==> src/rtl/serv_decode_fifo.sv <==
// Decoded instruction queue: decodes each fetched word on enqueue and presents the head entry's flags.
// Optional SERV_DECODE_ILLEGAL_EN adds per-entry illegal-opcode tracking (o_illegal, o_illegal_seen).
module serv_decode_fifo #(
  parameter int unsigned DEPTH = 4,
  parameter int unsigned MDU   = 0
) (
  input  logic                     clk,
  input  logic                     i_rst,
  input  logic [29:0]              i_wb_rdt,
  input  logic                     i_wb_en,
  output logic                     o_ready,
  input  logic                     i_flush,
  input  logic                     i_take,
  output logic                     o_valid,
  output logic [$clog2(DEPTH):0]   o_level,
  output logic [4:0]               o_opcode,
  output logic [2:0]               o_funct3,
  output logic                     o_rd_op,
  output logic                     o_two_stage_op,
  output logic                     o_shift_op,
  output logic                     o_branch_op,
  output logic                     o_dbus_en,
  output logic                     o_mdu_op,
  output logic                     o_csr_op,
  output logic                     o_e_op,
  output logic                     o_mret
`ifdef SERV_DECODE_ILLEGAL_EN
  ,
  output logic                     o_illegal,
  output logic                     o_illegal_seen
`endif
);

  localparam int unsigned PW = $clog2(DEPTH);
  localparam int unsigned LW = PW + 1;
  localparam bit MDU_EN = (MDU != 0);

  typedef struct packed {
    logic [4:0] opcode;
    logic [2:0] funct3;
    logic       rd_op;
    logic       two_stage_op;
    logic       shift_op;
    logic       branch_op;
    logic       dbus_en;
    logic       mdu_op;
    logic       csr_op;
    logic       e_op;
    logic       mret;
`ifdef SERV_DECODE_ILLEGAL_EN
    logic       illegal;
`endif
  } entry_t;

  entry_t        mem [DEPTH];
  entry_t        wr_entry;
  entry_t        head;
  logic [PW-1:0] wptr;
  logic [PW-1:0] rptr;
  logic [LW-1:0] level;
  logic          enq;
  logic          deq;

  // Instruction fields; i_wb_rdt[k-2] holds instruction bit k
  logic [4:0] op;
  logic [2:0] f3;
  logic       b21;
  logic       b25;
  logic       mdu_op;
  logic       unused_rdt;

  assign op     = i_wb_rdt[4:0];
  assign f3     = i_wb_rdt[12:10];
  assign b21    = i_wb_rdt[19];
  assign b25    = i_wb_rdt[23];
  assign mdu_op = MDU_EN & (op == 5'b01100) & b25;
  assign unused_rdt = &{i_wb_rdt[29:24], i_wb_rdt[22:20], i_wb_rdt[18:13], i_wb_rdt[9:5], 1'b0};

  // Decode the incoming word into the stored bundle
  always_comb begin
    wr_entry              = '0;
    wr_entry.opcode       = op;
    wr_entry.funct3       = f3;
    wr_entry.rd_op        = op[2] | (op[4] & op[0]) | (~op[2] & ~op[3] & ~op[0]);
    wr_entry.two_stage_op = ~op[2] | (f3[0] & ~f3[1] & ~op[0] & ~op[4])
                          | (f3[1] & ~f3[2] & ~op[0] & ~op[4]) | mdu_op;
    wr_entry.shift_op     = op[2] & ~f3[1] & ~mdu_op;
    wr_entry.branch_op    = op[4];
    wr_entry.dbus_en      = ~op[2] & ~op[4];
    wr_entry.mdu_op       = mdu_op;
    wr_entry.csr_op       = op[4] & op[2] & (|f3);
    wr_entry.e_op         = op[4] & op[2] & ~b21 & ~(|f3);
    wr_entry.mret         = op[4] & op[2] & b21 & ~(|f3);
`ifdef SERV_DECODE_ILLEGAL_EN
    case (op)
      5'b00000, 5'b00011, 5'b00100, 5'b00101, 5'b01000, 5'b01100,
      5'b01101, 5'b11000, 5'b11001, 5'b11011, 5'b11100:
        wr_entry.illegal = (op == 5'b01100) & b25 & ~MDU_EN;
      default:
        wr_entry.illegal = 1'b1;
    endcase
`endif
  end

  assign o_ready = (level != LW'(DEPTH));
  assign o_valid = (level != '0);
  assign o_level = level;
  assign enq     = i_wb_en & o_ready;
  assign deq     = i_take & o_valid;

  // Pointers and occupancy; flush overrides any concurrent write or take
  always_ff @(posedge clk or posedge i_rst) begin
    if (i_rst) begin
      wptr  <= '0;
      rptr  <= '0;
      level <= '0;
    end else if (i_flush) begin
      wptr  <= '0;
      rptr  <= '0;
      level <= '0;
    end else begin
      if (enq) wptr <= wptr + PW'(1);
      if (deq) rptr <= rptr + PW'(1);
      level <= level + LW'(enq) - LW'(deq);
    end
  end

  // Entry storage carries no reset; occupancy alone defines validity
  always_ff @(posedge clk) begin
    if (enq && !i_flush) mem[wptr] <= wr_entry;
  end

  always_comb begin
    head = '0;
    if (o_valid) head = mem[rptr];
  end

  assign o_opcode       = head.opcode;
  assign o_funct3       = head.funct3;
  assign o_rd_op        = head.rd_op;
  assign o_two_stage_op = head.two_stage_op;
  assign o_shift_op     = head.shift_op;
  assign o_branch_op    = head.branch_op;
  assign o_dbus_en      = head.dbus_en;
  assign o_mdu_op       = head.mdu_op;
  assign o_csr_op       = head.csr_op;
  assign o_e_op         = head.e_op;
  assign o_mret         = head.mret;

`ifdef SERV_DECODE_ILLEGAL_EN
  logic illegal_seen;

  // Sticky once an illegal head has been consumed
  always_ff @(posedge clk or posedge i_rst) begin
    if (i_rst) begin
      illegal_seen <= 1'b0;
    end else if (i_flush) begin
      illegal_seen <= 1'b0;
    end else if (deq && head.illegal) begin
      illegal_seen <= 1'b1;
    end
  end

  assign o_illegal      = head.illegal;
  assign o_illegal_seen = illegal_seen;
`endif

endmodule

==> config.mk <==
export PLATFORM = sky130hd
export DESIGN_NAME = serv_decode_fifo
export DESIGN_NICKNAME = d
export VERILOG_FILES = /design/src/rtl/serv_decode_fifo.sv
export SDC_FILE = /design/constraint.sdc
export NUM_CORES = 1
export LEC_CHECK = 0
export CAP_MARGIN = 20
export CORE_MARGIN = 2
export CORE_UTILIZATION = 36
export DETAILED_ROUTE_END_ITERATION = 16
export SLEW_MARGIN = 20
export SYNTH_ARGS = -nofsm -noshare
export SYNTH_HDL_FRONTEND = slang
export SYNTH_SLANG_ARGS = --single-unit
==> constraint.sdc <==
create_clock -name clk -period 2.3 [get_ports clk]
set_input_delay 0.46 -clock clk [delete_from_list [all_inputs] [get_ports clk]]
set_output_delay 0.46 -clock clk [all_outputs]
set_load 0.01 [all_outputs]
# Word level (Yosys, flattened, before mapping)
# Memories as Yosys holds them, arrays and structs flattened.
# Cells that the tools add are included.
# classes
add_sub_neg,4
eq_ne,1
mux,8
n_bitwise,31
n_reduce_logical,6
# ops
operator,count
bitwise AND 1 bit,19
two-way mux 17 bit,1
two-way mux 2 bit,4
NOT 1 bit,8
"adder 2 x 1 -> 2 bit, second input constant",2
OR 1 bit,4
nonzero test 2 bit,2
adder 3 x 1 -> 3 bit,1
two-way mux 3 bit,1
"inequality test 3 bit, second input constant",1
nonzero test 3 bit,1
OR reduction 3 bit,1
subtractor 3 x 1 -> 3 bit,1
two-way mux 1 bit,2
logical AND 1 bit,1
zero test 1 bit,1
# word_totals
register_bits,7
ramBits,64
word_cells,54
mem_count,1
# memory_table
memory,words,word_bits,rd,rd_ports_with_merged_regs,write_ports,line,source
mem,4,16,1,0,1,55,entry_t mem [DEPTH];

# Longest topological paths before layout
# Gate-level depths: netlist of the first run.
# logic_depth
ltp_word,6
depth_mapped,11
mapped_depth_nobuf,11

# Worst setup path before layout of the first run
# OpenSTA, ideal clock, no wires.
# synth_timing
path_kind,register -> register
from,"reg level[1], in the netlist o_level[1]"
to,"reg level[2], in the netlist o_level[2]"
t_arrival_ns,2.165
required_ns,2.214
path_slack_ns,0.049
stages_incl_launch_ff,11
n_path_buf,0
period_less_slack_ns,2.251
path_cell_list,dfrtp_1 > o31ai_1 > inv_1 > ha_1 > inv_1 > ha_1 > inv_1 > fa_1 > xor2_1 > and2_1 > nor3_1
# synth_via
elab_chain_cells,5
# synth_lines
element,line,source
from (decl),60,logic [LW-1:0] level;
from (signal assigned),124,level <= level + LW'(enq) - LW'(deq);
inequality test 3 bit,105,assign o_ready = (level != LW'(DEPTH));
bitwise AND 1 bit,108,assign enq = i_wb_en & o_ready;
adder 3 x 1 -> 3 bit,124,
subtractor 3 x 1 -> 3 bit *,124,
two-way mux 3 bit *,117,end else if (i_flush) begin
# Every way passes the cells marked *; elsewhere a longest branch is shown, timed or not.
# A chain may end at the register's enable or synchronous reset.

# Final worst setup path of the first run
# layout_timing
from,reg rptr[0]
to,out o_e_op
# layout_via
elab_chain_cells,2
# layout_lines
element,line,source
from (decl),59,logic [PW-1:0] rptr;
from (signal assigned),123,if (deq) rptr <= rptr + PW'(1);
memory read (4 x 16 bit),n/a,
two-way mux 17 bit,135,if (o_valid) head = mem[rptr];
to (decl),25,"output logic o_e_op,"
# Every way passes these cells.

==> flow_metrics.env, run 1 <==
export IMPL_fmax_ghz=0.443
export IMPL_insertion_delay_ps=340
export IMPL_critPathTopFamily="multiplexers"
export IMPL_via_count=1566
export IMPL_cts_hold_repair_buffers=0
export IMPL_h_tree_depth=3
export IMPL_fin_nets=269
export IMPL_grt_pass1_wl_mm=8.29
export IMPL_synth_edf_count=60
export IMPL_required_ps=1840
export IMPL_drtPass1Iterations=4
export IMPL_maxCapViolations=0
export IMPL_antenna_found_initial=0
export IMPL_r2r_slack_ps=170
export IMPL_fin_area_um2=3810
export IMPL_place_area_um2=3540
export IMPL_drtIter0Drc=153
export IMPL_slowest_stage="mux4_2"
export IMPL_outcome="finished, final reports clean"
export IMPL_clockBufferDepth=2
export IMPL_cts_tree="done"
export IMPL_fp_coreArea_um2=7810
export IMPL_setup_worst_path_end="o_e_op"
export IMPL_timing_final_crit_period_ps=2260
export IMPL_ys_seq_elements=67
export IMPL_die_w_um=94.0
export IMPL_yosysWarningCount=0
export IMPL_r2r_cells=10
export IMPL_dp_hpwl_mm=3.29
export IMPL_cp_start_kind="flop"
export IMPL_clk_pin_slew_ps=70
export IMPL_cts_root_buf="clkbuf_8"
export IMPL_synth_flop_cell="edfxtp_1"
export IMPL_path_buf_inv=2
export IMPL_setup_ws_ps=44.8
export IMPL_ys_top_cells_by_area="edfxtp_1, mux4_2, dfrtp_1"
export IMPL_grt_pass1_vias=1639
export IMPL_synth_top_area_share=0.618
export IMPL_cts_buffers=9
export IMPL_mostFrequentLayoutCells="edfxtp_1, clkdlybuf4s50_1, mux4_2"
export IMPL_crit_type="flop to output pin"
export IMPL_port_buffers=34
export IMPL_cts_sinks=67
export IMPL_post_route_period_util=0.981
export IMPL_cp_arrival_ps=1800
export IMPL_syn_area_um2=2920
export IMPL_synth_nets=207
export IMPL_postSynthAreaPerCell_um2=17.7
export IMPL_yosysTopAreaCell="edfxtp_1"
export IMPL_nFillCells=664
export IMPL_finalPower_w=0.00436
export IMPL_regToRegStartpoint="o_level[0]"
export IMPL_syn_to_final_growth_pct=30.8
export IMPL_worst_path_largest_cell_delay_ps=500
export IMPL_wl_per_cell_um=15.6
export IMPL_hp_class="input port to async pin"
export IMPL_hold_viol=0
export IMPL_reg2reg_to="o_level[2]"
export IMPL_overflow=0
export IMPL_routed_wl_mm=5.22
export IMPL_seq_area_frac_synth=0.678
export IMPL_power_density_nw_per_um2=1140
export IMPL_pre_cts_slack_ps=-238
export IMPL_layout_cells_most_common="edfxtp_1"
export IMPL_antenna_cells=0
export IMPL_drv_slew=0
export IMPL_endpoint_kind="output pin"
export IMPL_path_depth=4
export IMPL_ir_drop_v=0.000531
export IMPL_ant_nets=0
export IMPL_drive_gt1_frac=0.366
export IMPL_setup_worst_path_start="rptr[0]"
export IMPL_leakage_nw=1.40
export IMPL_fin_skew_ps=5.22
export IMPL_setup_viol=0
export IMPL_synthCells=165
export IMPL_worstPathMaxFanout=6
export IMPL_gp_congestion=0.692
export IMPL_grtUsageTotal=0.131
export IMPL_initial_core_util=0.374
export IMPL_ioPinCount=57
export IMPL_avgViaCountPerCell=4.69
export IMPL_worstPathCellList="buf_12 > mux4_2 > nor2b_1 > clkdlybuf4s15_1"
export IMPL_fin_setup_tns_ps=0
export IMPL_drc=0
export IMPL_grt_max_degree=16
export IMPL_die_h_um=94.0
export IMPL_rsz0062_at_grt="true"
export IMPL_synthArstFlopShare=0.104
export IMPL_dieArea_um2=8840
export IMPL_rows=32
export IMPL_ys_types=31
## cells in the mapped netlist, drive strengths merged (3+ instances only)
cell	instances
nor2	8
nand2b	3
inv	12
mux4	15
nor2b	17
and2	5
ha	6
buf	7
o21ai	3
edfxtp	60
nand2	3
nor3	4
dfrtp	7
## cell type report
type / count / area [µm²] / area share
flip-flops and latches: 67 / 1980 / 0.519
well taps: 102 / 128 / 0.0335
multi-input cells: 78 / 846 / 0.222
clock buffers: 10 / 128 / 0.0335
repair buffers: 59 / 623 / 0.163
inverters: 12 / 45.0 / 0.0118
clock inverters: 6 / 65.1 / 0.0171
## worst reg2reg max path, cell delays in order (launching register included)
cell and delay (ps):
dfrtp_1 420, o31ai_2 290, inv_1 80, ha_1 290, inv_1 60, ha_1 130
inv_1 50, fa_2 330, xor2_1 160, and2_1 150, nor3_1 110
## through the flow
stage | cells | utilization | hold slack [ps]
5_1_grt | 334 | 0.488 | 382
3_5_place_dp | 310 | 0.453 | 591
6_report | 334 | 0.488 | 358
4_1_cts | 333 | 0.486 | 357
3_3_place_gp | 310 | 0.453 | 583
2_1_floorplan | 165 | - | 263
## layer usage
layer,global-route usage,vias to the layer above,part of all wire
met4,0.0471,0,0.010
met1,0.164,781,0.41
met2,0.210,45,0.52
li1,-,734,-
met5,0,-,0
met3,0.0490,6,0.058
## registers in the layout (all words and copies together) (netlist names)
signal / count
wptr: 2
o_level: 3
mem: 60
rptr: 2
## worst min path at each step
stage	start	to	slack [ps]
finish	i_rst	wptr[0]	360
global route	i_rst	o_level[0]	380
CTS	i_rst	o_level[2]	360
detailed placement	wptr[1]	wptr[1]	590
global placement	wptr[1]	wptr[1]	580
floorplan	i_rst	o_level[0]	260
## power breakdown
part	internal [W]	leakage (nW)	switching (W)	total, W
Sequential	0.00143	0.635	0.0000665	0.00150
Clock	0.000502	0.0966	0.000439	0.000941
Combinational	0.00110	0.669	0.000818	0.00192
Total	0.00304	1.40	0.00132	0.00436
## kinds of logic (layout without fill, tap and decap cells)
group                    Yosys count  after routing  synth area share
AO/OA/AOI/OAI                      7              7            0.0137
XOR/XNOR                           2              2           0.00601
adder cells (fa/ha/maj)            7              7            0.0326
buffers and inverters             20             87            0.0386
flip-flops                        67             67             0.678
multiplexers                      17             17             0.123
other                              1              1           0.00129
AND/OR/NAND/NOR                   44             44             0.107
## repair_timing
item,4_1_cts,5_1_grt
resized for setup,54,16
buffers inserted,6,3
pin swaps,0,1
cloned,1,0
setup endpoints to repair,17,8
No activity file was read; power rests on OpenSTA's default activity.
==> inputs of run 2 (changes only) <==
--- a/config.mk
+++ b/config.mk
@@ -6,9 +6,12 @@
 export NUM_CORES = 1
 export LEC_CHECK = 0
 export CAP_MARGIN = 20
+export CELL_PAD_IN_SITES_DETAIL_PLACEMENT = 0
+export CELL_PAD_IN_SITES_GLOBAL_PLACEMENT = 1
 export CORE_MARGIN = 2
 export CORE_UTILIZATION = 36
 export DETAILED_ROUTE_END_ITERATION = 16
+export PLACE_DENSITY = 0.73
 export SLEW_MARGIN = 20
 export SYNTH_ARGS = -nofsm -noshare
 export SYNTH_HDL_FRONTEND = slang
==> constraint.sdc (replaced) <==
create_clock -name clk -period 2.1 [get_ports clk]
set_input_delay 0.42 -clock clk [delete_from_list [all_inputs] [get_ports clk]]
set_output_delay 0.42 -clock clk [all_outputs]
set_load 0.01 [all_outputs]
==> run 2 against run 1 <==
Final cell count is 4.5% higher. Die area stayed put. Clock-buffer cell count is 1 lower. The run now ends with negative setup slack left. Global-route usage is 0.35 points higher. Highest routed layer unchanged. Sequential share of layout area is 2.7 points lower. Critical endpoint is now o_level[2]. Core utilization is 2.8 points higher. First-iteration DRC count is 57% lower.
==> flow_metrics.env, run 2 (same netlist as run 1, synthesis figures left out) <==
export IMPL_worst_path_largest_cell_delay_ps=420
export IMPL_drtIter0Drc=66
export IMPL_antenna_cells=0
export IMPL_overflow=0
export IMPL_power_switching_w=0.00157
export IMPL_power_density_nw_per_um2=1310
export IMPL_p_int_w=0.00371
export IMPL_mostFrequentLayoutCells="edfxtp_1, buf_6, buf_4"
export IMPL_place_area_um2=3570
export IMPL_wl_per_cell_um=15.4
export IMPL_endpoint_kind="flop"
export IMPL_setup_ws_ps=-145
export IMPL_clk_pin_slew_ps=70
export IMPL_fmax_ghz=0.445
export IMPL_p_comb_frac=0.501
export IMPL_p_sw_frac=0.297
export IMPL_cts_root_buf="clkbuf_8"
export IMPL_dpl_cell_count=314
export IMPL_pre_cts_slack_ps=-314
export IMPL_hp_class="input port to async pin"
export IMPL_layout_cells_most_common="edfxtp_1"
export IMPL_drtPass1Iterations=4
export IMPL_routed_wl_mm=5.37
export IMPL_rsz0062_at_grt="true"
export IMPL_port_buffers=34
export IMPL_setup_viol=17
export IMPL_regArea_um2=1980
export IMPL_largest_reg_flops=60
export IMPL_pwr_share_seq=0.310
export IMPL_grt_pass1_vias=1619
export IMPL_grtUsageTotal=0.135
export IMPL_cts_tree="done"
export IMPL_regToRegStartpoint="o_level[0]"
export IMPL_max_flop_register="mem"
export IMPL_h_tree_depth=3
export IMPL_crit_top_cell="inv_1"
export IMPL_timing_final_crit_period_ps=2250
export IMPL_insertion_delay_ps=340
export IMPL_ioPinCount=57
export IMPL_fin_skew_ps=6.92
export IMPL_required_ps=2350
export IMPL_initial_core_util=0.374
export IMPL_fin_nets=284
export IMPL_multi_input_area_um2=901
export IMPL_nFillCells=659
export IMPL_hold_viol=0
export IMPL_ir_drop_v=0.000512
export IMPL_r2r_cells=11
export IMPL_ant_nets=0
export IMPL_maxCapViolations=0
export IMPL_syn_to_final_growth_pct=38.1
export IMPL_outcome="finished, violations left"
export IMPL_gp_congestion=0.706
export IMPL_grt_pass1_wl_mm=8.36
export IMPL_cts_buffers=9
export IMPL_dieArea_um2=8840
export IMPL_slowest_stage="dfrtp_2"
export IMPL_clockBufferDepth=2
export IMPL_antenna_found_initial=0
export IMPL_drive_gt1_frac=0.437
export IMPL_cts_hold_repair_buffers=0
export IMPL_violations="negative setup slack"
export IMPL_rows=32
export IMPL_fin_setup_tns_ps=-1160
export IMPL_worstPathCellList="buf_6 > o31ai_4 > inv_1 > ha_1 > inv_1 > ha_1 > inv_1 > fa_2 > xor2_1 > and2_1 > nor3_2"
export IMPL_final_cell_count_no_fill=349
export IMPL_worstPathMaxFanout=3
export IMPL_fp_coreArea_um2=7810
export IMPL_clockPowerShare=0.189
export IMPL_fin_area_um2=4030
export IMPL_leakage_nw=1.53
export IMPL_via_count=1606
export IMPL_r2r_slack_ps=-150
export IMPL_cp_arrival_ps=2500
export IMPL_avgViaCountPerCell=4.60
export IMPL_drc=0
export IMPL_die_h_um=94.0
export IMPL_drv_slew=0
export IMPL_grt_max_degree=16
export IMPL_cp_start_kind="flop"
export IMPL_die_w_um=94.0
export IMPL_dp_hpwl_mm=3.30
export IMPL_post_route_period_util=1.07
export IMPL_reg2reg_to="o_level[2]"
export IMPL_cts_sinks=67
export IMPL_final_util=0.516
export IMPL_crit_type="flop to flop"
## run 2: cell type report
cell class,instances,area share
tap,102,0.0317
clock buffer,9,0.0307
timing repair buffer,74,0.197
multi-input combinational,78,0.224
sequential,67,0.492
inverter,12,0.0112
clock inverter,7,0.0146
## run 2: worst max path at each step
stage | start | end | cells past startpoint | slack [ps]
2_1_floorplan | o_level[2] | o_level[2] | 11 | 2
3_3_place_gp | i_take | o_level[2] | 11 | -330
3_5_place_dp | i_take | o_level[2] | 11 | -310
4_1_cts | rptr[0] | o_dbus_en | 5 | -120
5_1_grt | o_level[1] | o_level[2] | 12 | -260
6_report | o_level[0] | o_level[2] | 11 | -150
## run 2: per-layer routing
layer	up-vias	share of wire	track usage
met5	-	0	0
met3	9	0.037	0.0297
met1	793	0.40	0.156
li1	767	-	-
met4	0	0.026	0.0870
met2	37	0.54	0.225
## run 2: worst max-delay path, delay by kind of cell (launching register included)
| family | cells | cell delay, ps |
|---|---|---|
| xor gates and xnor gates | 1 | 160 |
| and+or+nand+nor | 2 | 310 |
| AOI/OAI and AO/OA | 1 | 240 |
| buffers and inverters | 4 | 290 |
| adders and majority gates | 3 | 730 |
| DFF | 1 | 420 |
## run 2: timing repair
item                       CTS  global route
gates cloned                 1             0
setup buffers               12             6
setup endpoints to repair   19            18
pin swaps                    1             2
gates resized for setup     86            16
## run 2: metrics by stage
stage,total power (W),hold WS (ps)
after detailed placement,0.00362,618
after CTS,0.00509,314
after global placement,0.00360,585
after floorplan,0.00278,223
final,0.00528,321
after global routing,0.00557,343
## run 2: power by group through the flow
stage | registers (W) | clock network (W) | logic (W)
floorplan | 0.00169 | 0 | 0.00108
global placement | 0.00169 | 0 | 0.00191
detailed placement | 0.00169 | 0 | 0.00192
CTS | 0.00164 | 0.00103 | 0.00242
global route | 0.00165 | 0.00107 | 0.00284
finish | 0.00164 | 0.000995 | 0.00265
==> inputs of run 3 (changes only) <==
--- a/config.mk
+++ b/config.mk
@@ -10,8 +10,10 @@
 export CELL_PAD_IN_SITES_GLOBAL_PLACEMENT = 1
 export CORE_MARGIN = 2
 export CORE_UTILIZATION = 36
+export CTS_CLUSTER_SIZE = 20
 export DETAILED_ROUTE_END_ITERATION = 16
-export PLACE_DENSITY = 0.73
+export DONT_BUFFER_PORTS = 1
+export PLACE_DENSITY = 0.67
 export SLEW_MARGIN = 20
 export SYNTH_ARGS = -nofsm -noshare
 export SYNTH_HDL_FRONTEND = slang
==> run 3 against run 2 <==
Clock skew about the same. Maximum frequency up 6.1%. Core utilization down 6.3 points. First-iteration DRC count up 29%. Global-route usage down 0.60 points. Clock-buffer cell count unchanged. Combinational power down 34%. The flow still finishes with violations (negative setup slack). Largest cell class unchanged. Critical endpoint unchanged. Hold slack worse by 190 ps.
==> flow_metrics.env, run 3 (same netlist as run 1, synthesis figures left out) <==
export IMPL_ir_drop_v=0.000855
export IMPL_antenna_cells=0
export IMPL_outcome="finished, violations left"
export IMPL_port_buffers=0
export IMPL_cts_tree="done"
export IMPL_drv_slew=0
export IMPL_ant_nets=0
export IMPL_timing_final_crit_period_ps=2120
export IMPL_regToRegStartpoint="o_level[2]"
export IMPL_overflow=0
export IMPL_worstHoldStart="i_flush"
export IMPL_cp_arrival_ps=2370
export IMPL_drive_gt1_frac=0.392
export IMPL_grtUsageTotal=0.129
export IMPL_clk_pin_slew_ps=70
export IMPL_h_tree_depth=3
export IMPL_grt_pass1_vias=1557
export IMPL_fp_coreArea_um2=7810
export IMPL_post_route_period_util=1.01
export IMPL_worstPathMaxFanout=3
export IMPL_setup_ws_ps=-16.2
export IMPL_fmax_ghz=0.473
export IMPL_die_h_um=94.0
export IMPL_nFillCells=664
export IMPL_fin_nets=236
export IMPL_grt_max_degree=16
export IMPL_mostFrequentLayoutCells="edfxtp_1, buf_4, mux4_2"
export IMPL_drtPass1Iterations=4
export IMPL_drc=0
export IMPL_hold_path_depth=1
export IMPL_cp_start_kind="flop"
export IMPL_die_w_um=94.0
export IMPL_critPathTopFamily="adder cells"
export IMPL_hold_viol=0
export IMPL_r2r_cells=10
export IMPL_final_cell_count_no_fill=301
export IMPL_ioPinCount=57
export IMPL_power_density_nw_per_um2=1330
export IMPL_max_flop_register="mem"
export IMPL_avgViaCountPerCell=4.87
export IMPL_cts_root_buf="clkbuf_8"
export IMPL_rows=32
export IMPL_wl_per_cell_um=16.9
export IMPL_largest_reg_flops=60
export IMPL_routed_wl_mm=5.07
export IMPL_cts_buffers=9
export IMPL_r2r_slack_ps=-20
export IMPL_dieArea_um2=8840
export IMPL_initial_core_util=0.374
export IMPL_rsz0062_at_grt="true"
export IMPL_dp_hpwl_mm=3.29
export IMPL_violations="negative setup slack"
export IMPL_reg2reg_to="o_level[2]"
export IMPL_path_buf_inv=3
export IMPL_multi_input_area_um2=873
export IMPL_clockBufferDepth=2
export IMPL_slowest_stage="dfrtp_2"
export IMPL_antenna_found_initial=0
export IMPL_required_ps=2350
export IMPL_layout_cells_most_common="edfxtp_1"
export IMPL_holdPathEnd="o_level[2]"
export IMPL_worst_path_largest_cell_delay_ps=430
export IMPL_hp_class="input port to flop"
export IMPL_crit_type="flop to flop"
export IMPL_cts_sinks=67
export IMPL_setup_viol=1
export IMPL_via_count=1465
export IMPL_leakage_nw=1.26
export IMPL_gp_congestion=0.710
export IMPL_maxCapViolations=0
export IMPL_crit_top_cell="inv_1"
export IMPL_finalPower_w=0.00470
export IMPL_worstPathCellList="o31ai_4 > inv_1 > ha_1 > inv_1 > ha_1 > inv_1 > fa_2 > xor2_2 > and2_4 > nor3_2"
export IMPL_fin_skew_ps=7.20
export IMPL_dpl_cell_count=275
export IMPL_drtIter0Drc=85
export IMPL_grt_pass1_wl_mm=8.21
export IMPL_timing_hold_ws_ps=136
export IMPL_endpoint_kind="flop"
export IMPL_regArea_um2=1980
export IMPL_syn_to_final_growth_pct=21.1
export IMPL_insertion_delay_ps=330
run 3: layer usage:
layer  track usage  routed length (µm)  share of wire  up-vias
met5             0                   0              0        -
met3        0.0425                 316          0.062        7
met4        0.0580                  74          0.015        0
met1         0.150                2060           0.41      753
met2         0.215                2630           0.52       39
li1              -                   -              -      666
run 3: where the power goes:
group          internal (W)  switching (W)  leakage [nW]
Clock              0.000798       0.000488         0.124
Combinational      0.000936       0.000808         0.510
Sequential          0.00157      0.0000976         0.630
run 3: layout make-up:
class | count | share of cell area
flip-flops and latches | 67 | 0.561
inverters | 12 | 0.0127
clock inverters | 7 | 0.0354
well taps | 102 | 0.0361
repair buffers | 26 | 0.0722
multi-input cells | 78 | 0.247
clock buffers | 9 | 0.0351
run 3: worst max-delay path by stage:
| stage | from | endpoint | cells after the start |
|---|---|---|---|
| detailed placement | o_level[2] | o_level[2] | 10 |
| finish | o_level[2] | o_level[2] | 10 |
| global route | o_level[0] | o_level[2] | 10 |
| CTS | o_level[2] | o_level[2] | 10 |
| floorplan | o_level[2] | o_level[2] | 11 |
| global placement | o_level[2] | o_level[2] | 11 |
run 3: timing repair:
| action | CTS | global route |
|---|---|---|
| setup buffers | 7 | 2 |
| pin swaps | 0 | 0 |
| endpoints found under the hold margin | 7 | 0 |
| gates cloned | 0 | 0 |
| gates resized for setup | 4 | 3 |
| hold buffers | 1 | 0 |
| setup endpoints to repair | 12 | 3 |
run 3: through the flow:
stage	instance area [µm²]	utilization	setup WS (ps)	TNS, ps
global placement	3160	0.404	18.0	0
detailed placement	3160	0.404	-54.7	-54.7
global route	3530	0.453	-155	-231
CTS	3500	0.449	-55.7	-55.7
floorplan	2950	-	2.02	0
finish	3530	0.453	-16.2	-16.2
